## src/rtl/gpio_port_pkg.sv

```systemverilog
// Shared constants for the gpio_port peripheral: data width and the
// per-channel register map.
package gpio_pkg;

    localparam int DATA_W = 16;

    // Register offsets within one channel (address bits [2:0]).
    typedef enum logic [2:0] {
        GPIO_OUT = 3'd0,
        GPIO_SET = 3'd1,
        GPIO_CLR = 3'd2,
        GPIO_TGL = 3'd3,
        GPIO_DIR = 3'd4,
        GPIO_IN  = 3'd5,
        GPIO_IE  = 3'd6,
        GPIO_IP  = 3'd7
    } gpio_reg_e;

endpackage

```

## src/rtl/gpio_port_if.sv

```systemverilog
// Memory-mapped bus between a host and gpio_port: one-cycle read/write
// strobes, {channel, reg} address, 16-bit data and per-direction ready.
interface gpio_port_if #(
    parameter int size_addr = 0
);
    import gpio_pkg::*;

    logic                read;
    logic                write;
    logic                ready_r;
    logic                ready_w;
    logic [size_addr+2:0] address;
    logic [DATA_W-1:0]   data_in;
    logic [DATA_W-1:0]   data_out;

    modport master (
        output read, write, address, data_in,
        input  ready_r, ready_w, data_out
    );

    modport slave (
        input  read, write, address, data_in,
        output ready_r, ready_w, data_out
    );

endinterface

```

## src/rtl/gpio_port_sync.sv

```systemverilog
// Per-channel input synchroniser with edge detection. Edges are held off
// until the pipeline and history register contain only post-reset samples,
// so pins that sit high through reset never look like an edge.
module gpio_sync
    import gpio_pkg::*;
#(
    parameter int sync_stages = 2
) (
    input  logic              clk,
    input  logic              reset,
    input  logic [DATA_W-1:0] pin_in,
    output logic [DATA_W-1:0] sync_out,
    output logic [DATA_W-1:0] edges
);

    localparam logic [2:0] PRIME_DONE = 3'(sync_stages + 1);

    logic [DATA_W-1:0] stage_r [sync_stages];
    logic [DATA_W-1:0] prev_r;
    logic [2:0]        prime_r;

    // Shift pins through the synchroniser and keep the previous output.
    always_ff @(posedge clk or negedge reset) begin
        if (!reset) begin
            for (int i = 0; i < sync_stages; i++) begin
                stage_r[i] <= 16'h0000;
            end
            prev_r  <= 16'h0000;
            prime_r <= 3'd0;
        end else begin
            stage_r[0] <= pin_in;
            for (int i = 1; i < sync_stages; i++) begin
                stage_r[i] <= stage_r[i-1];
            end
            prev_r <= stage_r[sync_stages-1];
            if (prime_r != PRIME_DONE) begin
                prime_r <= prime_r + 3'd1;
            end
        end
    end

    // Any change of the synchronised value is an edge once primed.
    always_comb begin
        sync_out = stage_r[sync_stages-1];
        if (prime_r == PRIME_DONE) begin
            edges = sync_out ^ prev_r;
        end else begin
            edges = 16'h0000;
        end
    end

endmodule

```

## src/rtl/gpio_port.sv

```systemverilog
// Buffered bidirectional GPIO: `size` 16-bit channels with direction,
// set/clear/toggle aliases, synchronised inputs and sticky edge interrupts.
module gpio_port
    import gpio_pkg::*;
#(
    parameter int          size        = 1,
    parameter int          size_addr   = 0,
    parameter int          sync_stages = 2,
    parameter logic [15:0] out_reset   = 16'h0000
) (
    input  logic                   clk,
    input  logic                   reset,
    gpio_port_if.slave             bus,
    input  logic [size*DATA_W-1:0] port_in,
    output logic [size*DATA_W-1:0] port_out,
    output logic [size*DATA_W-1:0] port_oe,
    output logic                   irq
);

    logic [DATA_W-1:0] out_r  [size];
    logic [DATA_W-1:0] dir_r  [size];
    logic [DATA_W-1:0] ie_r   [size];
    logic [DATA_W-1:0] ip_r   [size];
    logic [DATA_W-1:0] sync_s [size];
    logic [DATA_W-1:0] edge_s [size];

    logic [31:0]       chan_s;
    logic              chan_ok_s;
    gpio_reg_e         reg_s;
    logic [size-1:0]   wr_hit_s;
    logic [DATA_W-1:0] rd_data_s;
    logic              irq_s;

    logic [DATA_W-1:0] data_out_r;
    logic              ready_r_r;
    logic              ready_w_r;
    logic              irq_r;

    // Value a read of register `sel` returns for one channel.
    function automatic logic [DATA_W-1:0] reg_view(
        input gpio_reg_e         sel,
        input logic [DATA_W-1:0] out_v,
        input logic [DATA_W-1:0] dir_v,
        input logic [DATA_W-1:0] in_v,
        input logic [DATA_W-1:0] ie_v,
        input logic [DATA_W-1:0] ip_v
    );
        logic [DATA_W-1:0] v;
        case (sel)
            GPIO_OUT, GPIO_SET, GPIO_CLR, GPIO_TGL: v = out_v;
            GPIO_DIR: v = dir_v;
            GPIO_IN:  v = in_v;
            GPIO_IE:  v = ie_v;
            GPIO_IP:  v = ip_v;
            default:  v = 16'h0000;
        endcase
        return v;
    endfunction

    // Channel field is absent when size_addr is 0: channel 0 only.
    if (size_addr > 0) begin : g_chan
        assign chan_s = 32'(bus.address[size_addr+2:3]);
    end else begin : g_chan0
        assign chan_s = 32'd0;
    end

    assign reg_s     = gpio_reg_e'(bus.address[2:0]);
    assign chan_ok_s = (chan_s < 32'(size));

    for (genvar g = 0; g < size; g++) begin : g_ch
        gpio_sync #(
            .sync_stages (sync_stages)
        ) u_sync (
            .clk      (clk),
            .reset    (reset),
            .pin_in   (port_in[DATA_W*g +: DATA_W]),
            .sync_out (sync_s[g]),
            .edges    (edge_s[g])
        );
        assign port_out[DATA_W*g +: DATA_W] = out_r[g];
        assign port_oe[DATA_W*g +: DATA_W]  = dir_r[g];
    end

    // Decode write target, read mux (pre-write values) and interrupt OR.
    always_comb begin
        wr_hit_s  = '0;
        rd_data_s = 16'h0000;
        irq_s     = 1'b0;
        for (int i = 0; i < size; i++) begin
            wr_hit_s[i] = bus.write && chan_ok_s && (chan_s == 32'(i));
            rd_data_s   = rd_data_s |
                          ((chan_ok_s && (chan_s == 32'(i))) ?
                           reg_view(reg_s, out_r[i], dir_r[i], sync_s[i], ie_r[i], ip_r[i]) :
                           16'h0000);
            irq_s       = irq_s | (|(ip_r[i] & ie_r[i]));
        end
    end

    // Register file: bus writes plus edge capture; a new edge beats W1C.
    always_ff @(posedge clk or negedge reset) begin
        if (!reset) begin
            for (int i = 0; i < size; i++) begin
                out_r[i] <= out_reset;
                dir_r[i] <= 16'h0000;
                ie_r[i]  <= 16'h0000;
                ip_r[i]  <= 16'h0000;
            end
        end else begin
            for (int i = 0; i < size; i++) begin
                if (wr_hit_s[i]) begin
                    case (reg_s)
                        GPIO_OUT: out_r[i] <= bus.data_in;
                        GPIO_SET: out_r[i] <= out_r[i] | bus.data_in;
                        GPIO_CLR: out_r[i] <= out_r[i] & ~bus.data_in;
                        GPIO_TGL: out_r[i] <= out_r[i] ^ bus.data_in;
                        GPIO_DIR: dir_r[i] <= bus.data_in;
                        GPIO_IE:  ie_r[i]  <= bus.data_in;
                        default:  ;
                    endcase
                end
                ip_r[i] <= (ip_r[i] &
                            ~((wr_hit_s[i] && (reg_s == GPIO_IP)) ? bus.data_in : 16'h0000)) |
                           (edge_s[i] & ie_r[i]);
            end
        end
    end

    // Registered bus responses and interrupt line.
    always_ff @(posedge clk or negedge reset) begin
        if (!reset) begin
            data_out_r <= 16'h0000;
            ready_r_r  <= 1'b0;
            ready_w_r  <= 1'b0;
            irq_r      <= 1'b0;
        end else begin
            if (bus.read) begin
                data_out_r <= rd_data_s;
            end
            ready_r_r <= bus.read;
            ready_w_r <= bus.write;
            irq_r     <= irq_s;
        end
    end

    assign bus.data_out = data_out_r;
    assign bus.ready_r  = ready_r_r;
    assign bus.ready_w  = ready_w_r;
    assign irq          = irq_r;

endmodule

```

## src/flat_wrapper.sv

```systemverilog
// flat-port wrapper written by rule: the top's interface ports become plain ports
module gpio_port_flat import gpio_pkg::*;
#(
    parameter int          size        = 1,
    parameter int          size_addr   = 0,
    parameter int          sync_stages = 2,
    parameter logic [15:0] out_reset   = 16'h0000
)
  (clk, reset, port_in, port_out, port_oe, irq, bus_read, bus_write, bus_address, bus_data_in, bus_ready_r, bus_ready_w, bus_data_out);
  gpio_port_if #(.size_addr(size_addr)) bus_i ();
  input  logic clk;
  input  logic reset;
  input  logic [size*DATA_W-1:0] port_in;
  output logic [size*DATA_W-1:0] port_out;
  output logic [size*DATA_W-1:0] port_oe;
  output logic irq;
  input wire logic [$bits(bus_i.read)-1:0] bus_read;
  input wire logic [$bits(bus_i.write)-1:0] bus_write;
  input wire logic [$bits(bus_i.address)-1:0] bus_address;
  input wire logic [$bits(bus_i.data_in)-1:0] bus_data_in;
  output wire logic [$bits(bus_i.ready_r)-1:0] bus_ready_r;
  output wire logic [$bits(bus_i.ready_w)-1:0] bus_ready_w;
  output wire logic [$bits(bus_i.data_out)-1:0] bus_data_out;
  assign bus_i.read = bus_read;
  assign bus_i.write = bus_write;
  assign bus_i.address = bus_address;
  assign bus_i.data_in = bus_data_in;
  assign bus_ready_r = bus_i.ready_r;
  assign bus_ready_w = bus_i.ready_w;
  assign bus_data_out = bus_i.data_out;
  gpio_port #(.size(size), .size_addr(size_addr), .sync_stages(sync_stages), .out_reset(out_reset)) u_core (.clk(clk), .reset(reset), .bus(bus_i), .port_in(port_in), .port_out(port_out), .port_oe(port_oe), .irq(irq));
endmodule
```

## config.mk

```make
export PLATFORM = sky130hd
export DESIGN_NAME = gpio_port_flat
export DESIGN_NICKNAME = d
export VERILOG_FILES = /design/src/rtl/gpio_port_pkg.sv /design/src/rtl/gpio_port_if.sv /design/src/rtl/gpio_port_sync.sv /design/src/rtl/gpio_port.sv /design/src/flat_wrapper.sv
export SDC_FILE = /design/constraint.sdc
export NUM_CORES = 1
export LEC_CHECK = 0
export ABC_AREA = 1
export BUFFER_PORTS_ARGS = -buffer_cell sky130_fd_sc_hd__buf_2
export CORE_ASPECT_RATIO = 2
export CORE_MARGIN = 2
export CORE_UTILIZATION = 47
export CTS_BUF_LIST = sky130_fd_sc_hd__clkbuf_16
export DETAILED_ROUTE_END_ITERATION = 10
export PLACE_DENSITY_LB_ADDON = 0.3
export SYNTH_ARGS = -nofsm -noshare
export SYNTH_HDL_FRONTEND = slang
export SYNTH_SLANG_ARGS = --single-unit
```

## constraint.sdc

```tcl
create_clock -name clk -period 1.5 [get_ports clk]
set_input_delay 0.3 -clock clk [delete_from_list [all_inputs] [get_ports clk]]
set_output_delay 0.3 -clock clk [all_outputs]
set_load 0.01 [all_outputs]
```

# ---- Word level (Yosys, flattened, before mapping)
# Index checks and enable logic that the tools add are counted.
dict set report totals {
  reg_bits 134
  in_bits 39
}
dict set report classes {
  n_addsub 1
  n_eq_ne 9
  mux 4
  bitwise 10
  reduce_logical 8
}
# operator n
set ops {}
lappend ops {{one-hot mux 16 bit (5 select lines)} 1}
lappend ops {{bitwise AND 16 bit} 4}
lappend ops {{one-hot mux 16 bit (4 select lines)} 1}
lappend ops {{two-way mux 16 bit} 2}
lappend ops {{inverter 16 bit} 2}
lappend ops {{bitwise OR 16 bit} 2}
lappend ops {{XOR 16 bit} 2}
lappend ops {{OR reduction 16 bit} 1}
lappend ops {{equality test 3 bit (second input constant)} 4}
lappend ops {{equality test 3 x 2 -> 1 bit (second input constant)} 3}
lappend ops {{AND reduction 2 bit} 3}
lappend ops {{nonzero test 4 bit} 1}
lappend ops {{OR reduction 4 bit} 1}
lappend ops {{adder 3 x 1 -> 3 bit (second input constant)} 1}
lappend ops {{equality test 3 x 1 -> 1 bit (second input constant)} 1}
lappend ops {{logical NOT 3 bit} 1}
lappend ops {{!= test 3 x 2 -> 1 bit (second input constant)} 1}
lappend ops {{logical AND 1 bit} 1}

# ---- Logic depth before layout (Yosys ltp)
dict set report logic_depth {
  depth_word 6
  ltp_mapped 9
  mapped_depth_nobuf 8
}

# ---- Cells and area by module
# A second synthesis with hierarchy kept.
dict set report unflattened {
  cells_unflattened 846
  area_unflattened_um2 6806.5
}
# module n_inst cells_each area_each_um2 seq_area_each_um2
set by_module_without_submodules {}
lappend by_module_without_submodules {gpio_port 1 703 5054.8 2077.0}
lappend by_module_without_submodules {gpio_sync 1 143 1751.7 1276.2}

# ---- Worst setup path before layout
# Ideal clock, no wire load.
dict set report synth_path {
  path_type {reg-to-reg}
  from {register u_core.g_ch[0].u_sync.prime_r[0]}
  to {register u_core.g_ch[0].u_sync.prime_r[1]}
  setup_time_ps 125
  arrival_ps 1255
  setup_slack_ps 120
  stages_incl_launch_ff 5
  n_path_buf 1
  path_cell_list {dfrtp_1 > ha_1 > ha_1 > clkbuf_1 > mux2_2}
}
dict set report synth_between {
  elab_chain_cells 1
}
# item line_no
set synth_lines {}
lappend synth_lines {{start, declared} gpio_port_sync.sv:20} ;# logic [2:0] prime_r;
lappend synth_lines {{start signal, assigned} gpio_port_sync.sv:37} ;# prime_r <= prime_r + 3'd1;
lappend synth_lines {{adder 3 x 1 -> 3 bit / != test 3 x 2 -> 1 bit (equally long branches)} {gpio_port_sync.sv:37, gpio_port_sync.sv:36}}
# Parallel ways exist; a longest one is shown, timed or not.
# A chain may end at the register's enable or synchronous reset.

# ---- Final worst setup path
dict set report layout_path {
  from {register u_core.out_r (netlist bit u_core.port_out[5])}
  to {output port port_out[5]}
}
# item line_no
set layout_lines {}
lappend layout_lines {{start, declared} gpio_port.sv:20} ;# logic [DATA_W-1:0] out_r [size];
lappend layout_lines {{start signal, assigned by index} gpio_port.sv:103} ;# out_r[i] <= out_reset;
lappend layout_lines {{start signal, assigned by index} gpio_port.sv:112} ;# GPIO_OUT: out_r[i] <= bus.data_in;
lappend layout_lines {{start signal, assigned by index} gpio_port.sv:113} ;# GPIO_SET: out_r[i] <= out_r[i] | bus.data_in;
lappend layout_lines {{end, declared} flat_wrapper.sv:14} ;# output logic [size*DATA_W-1:0] port_out;
# No word-level cell between the ends.

==> impl_results.md <==
* Sequential cell fraction of total power at 43.3%
* Max Cap Viol at 0
* Pins over their slew limit at 0
* Power Dens Cells at 1260 nW/um^2
* Worst-Skew Late Latency at 0.43 ns
* Commonest non-fill, non-tap cell in the layout: nand2_1
* WHS Path Cells at 1
* Startpoint type of the worst setup path: flop
* HP Class: input pin to flop
* Multi-input logic area at 2760 sq um
* Root buffer cell: clkbuf_16
* N_diodes at 0
* Switching power at 3160 uW
* Initial Util at 47.9%
* Logic pwr share at 16.7%
* Largest net degree at the start of global routing at 60
* Ratio of cells with drive above 1 in the final layout at 21.3%
* HPWL Detailed at 13400 um
* Die footprint at 15100 sq um
* CTS buffer count at 17
* Placer Congestion at 0.863
* Syn_nets at 816
* RSZ-0062 raised after global routing: no
* I/O Buffers at 89
* Worst slew margin at 68.3%
* CTS tree: built
* DR pass1 iterations at 5
* Unique masters post-synth at 30
* Critical Path AT at 1.09 ns
* Status: finished, final reports clean
* Most frequent cells in the layout: nand2_1 (183), dfrtp_1 (134), buf_2 (88)
* Flops & latches, synth at 134
* Leak Pwr at 0.00411 uW
* Clock sink count at 134
* First-pass GRT wire length at 29700 um
* Total gr overflow at 0
* Ports at 90
* R2R cell count at 5
* Final setup fails at 0
* Placed instance area at 7480 sq um
* Worst Tran Pin Value at 0.475 ns
* Critical path type: flop to output pin
* Clk slew on worst S/H paths at 0.06 ns
* Post-Syn Area at 6620 sq um
* Worst setup EP type: output pin
* Die Y at 172 um
* Vias in the first global route at 5681
* GRT Overall Usage at 26.6%
* Final min period at 1.39 ns
* H-tree levels at 4
* Register Area at 3350 sq um
* DRT iter0 DRCs at 396
* Sequential area share after synthesis at 50.6%
* Total number of yosys warnings at 0
* Final worst slack at 0.109 ns
* Total number of vias at 5754
* Worst-case clock skew at 0.0107 ns
* Area Overhead vs Synth at 24.3%
* Int Pwr at 7220 uW
* Core Area at 13800 sq um
* Final instance area at 8230 sq um
* Antenna violations before repair at 0
* WP data required at 1.20 ns
* Fillers at 1214
* Mapped Cells at 743
* Clk pwr share at 40.0%
* Layout Nets at 946
* Worst Path Max Fanout at 4
* Antenna viol nets, final at 0
* Drc violations at 0
* Average wire per standard cell at 17.6 um
* Tcrit/Tclk final at 92.8%
* CTS Buffer Depth at 2
* Row count at 61
* Sw frac at 30.4%
* Post-DR vias/cell at 5.35
* Die W at 87.9 um
* Fmax at 719 MHz
* Fin. Hold Viols at 0
* Mean post-synth cell area at 8.91 sq um
* Post-Route WL at 18900 um
* Peak supply drop at 0.828 mV
* Post-Place Worst Slack at -0.0652 ns
## power by group through the flow
| stage | combinational, uW | sequential, uW | clock, uW |
|---|---|---|---|
| 6_report | 1730 | 4500 | 4150 |
| 5_1_grt | 1970 | 4540 | 4330 |
| 4_1_cts | 1740 | 4480 | 4220 |
| 3_5_place_dp | 1690 | 4540 | 0 |
| 3_3_place_gp | 1650 | 4540 | 0 |
| 2_1_floorplan | 917 | 4490 | 0 |
## metal layers
layer	wire length, um	share of wire (%)	vias up	track usage [%]
met1	7160	38	2714	30.8
met2	9480	50	229	43.6
met5	0	0	-	0
met3	853	4.5	72	4.92
met4	1370	7.2	0	18.3
li1	-	-	2739	-
## cell usage after synthesis
library cell,count,share of area [%]
nor2_8,1,0.30
nand4_4,2,0.64
buf_2,14,1.1
buf_4,5,0.57
o21ai_1,37,2.8
inv_2,4,0.23
nand4_1,54,5.1
nor2_4,3,0.51
dfrtp_1,134,51
a21oi_1,39,2.9
o21ai_0,44,3.3
nand2_2,2,0.19
nand3_1,40,3.0
xnor2_1,1,0.13
inv_1,55,3.1
clkbuf_1,7,0.40
nand2_4,1,0.17
o21ai_2,6,0.79
ha_1,34,6.4
a21oi_2,1,0.13
buf_6,12,2.0
nand3_2,1,0.15
inv_6,1,0.13
buf_8,1,0.23
nand2_1,183,10
o21ai_4,1,0.25
nand3_4,2,0.53
mux2_2,1,0.17
o21bai_1,7,0.79
nor2_1,50,2.8
## timing repair
action | in CTS | in global routing
hold buffers | 17 | 0
setup buffers | 0 | 0
gates resized for setup | 1 | 0
endpoints found under the hold margin | 56 | 0
setup endpoints to repair | 1 | 0
## registers in the layout (all words and copies together), names as in the netlist
name,cells
u_core.bus.ready_r,1
u_core.g_ch.u_sync.sync_out,16
u_core.port_out,16
u_core.port_oe,16
u_core.bus.ready_w,1
u_core.irq,1
u_core.bus.data_out,16
u_core.ip_r,16
u_core.g_ch.u_sync.stage_r,16
u_core.g_ch.u_sync.prime_r,3
u_core.ie_r,16
u_core.g_ch.u_sync.prev_r,16
## per-stage QoR
| stage | hold WS [ns] | TNS, ns | std cells | util, % | power [uW] |
|---|---|---|---|---|---|
| final | 0.101 | 0 | 1075 | 59.6 | 10400 |
| after global routing | 0.0975 | 0 | 1075 | 59.6 | 10800 |
| after CTS | 0.0814 | 0 | 1075 | 59.6 | 10400 |
| after detailed placement | 0.261 | -0.270 | 1026 | 54.2 | 6230 |
| after global placement | 0.266 | -0.0606 | 1026 | 54.2 | 6190 |
| after floorplan | 0.00441 | 0 | 743 | - | 5410 |
## critical path, stage by stage, from the launching register on
cell and delay, ns:
dfrtp_1 0.38, buf_4 0.16, buf_2 0.14
## cell families after synthesis
kind of cell | after synthesis | synth area share [%]
buf+inv | 99 | 7.77
compound gates | 135 | 11.0
fa+ha+maj | 34 | 6.42
mux | 1 | 0.170
xor+xnor | 1 | 0.132
simple gates | 339 | 23.8
flops | 134 | 50.6
## path summary, 6_finish.rpt
check	from	end	slack [ns]
hold reg to reg	u_core.g_ch[0].u_sync.stage_r[21]	u_core.g_ch[0].u_sync.sync_out[5]	0.35
hold / removal	bus_read	u_core.bus.ready_r	0.10
setup reg to reg	u_core.g_ch[0].u_sync.prime_r[0]	u_core.ip_r[2]	0.14
min in group asynchronous	reset	u_core.port_out[9]	0.37
setup / recovery	u_core.port_out[5]	port_out[5]	0.11
max in group asynchronous	reset	u_core.g_ch[0].u_sync.sync_out[3]	0.58
## area by class of cell
| cell class | count | area share [%] |
|---|---|---|
| multi-input combinational | 510 | 33.5 |
| timing repair buffer | 150 | 13.1 |
| clock inverter | 15 | 1.87 |
| tap | 189 | 2.87 |
| clock buffer | 17 | 5.17 |
| sequential | 134 | 40.7 |
| inverter | 60 | 2.80 |
(Power assumes the default switching activity.)
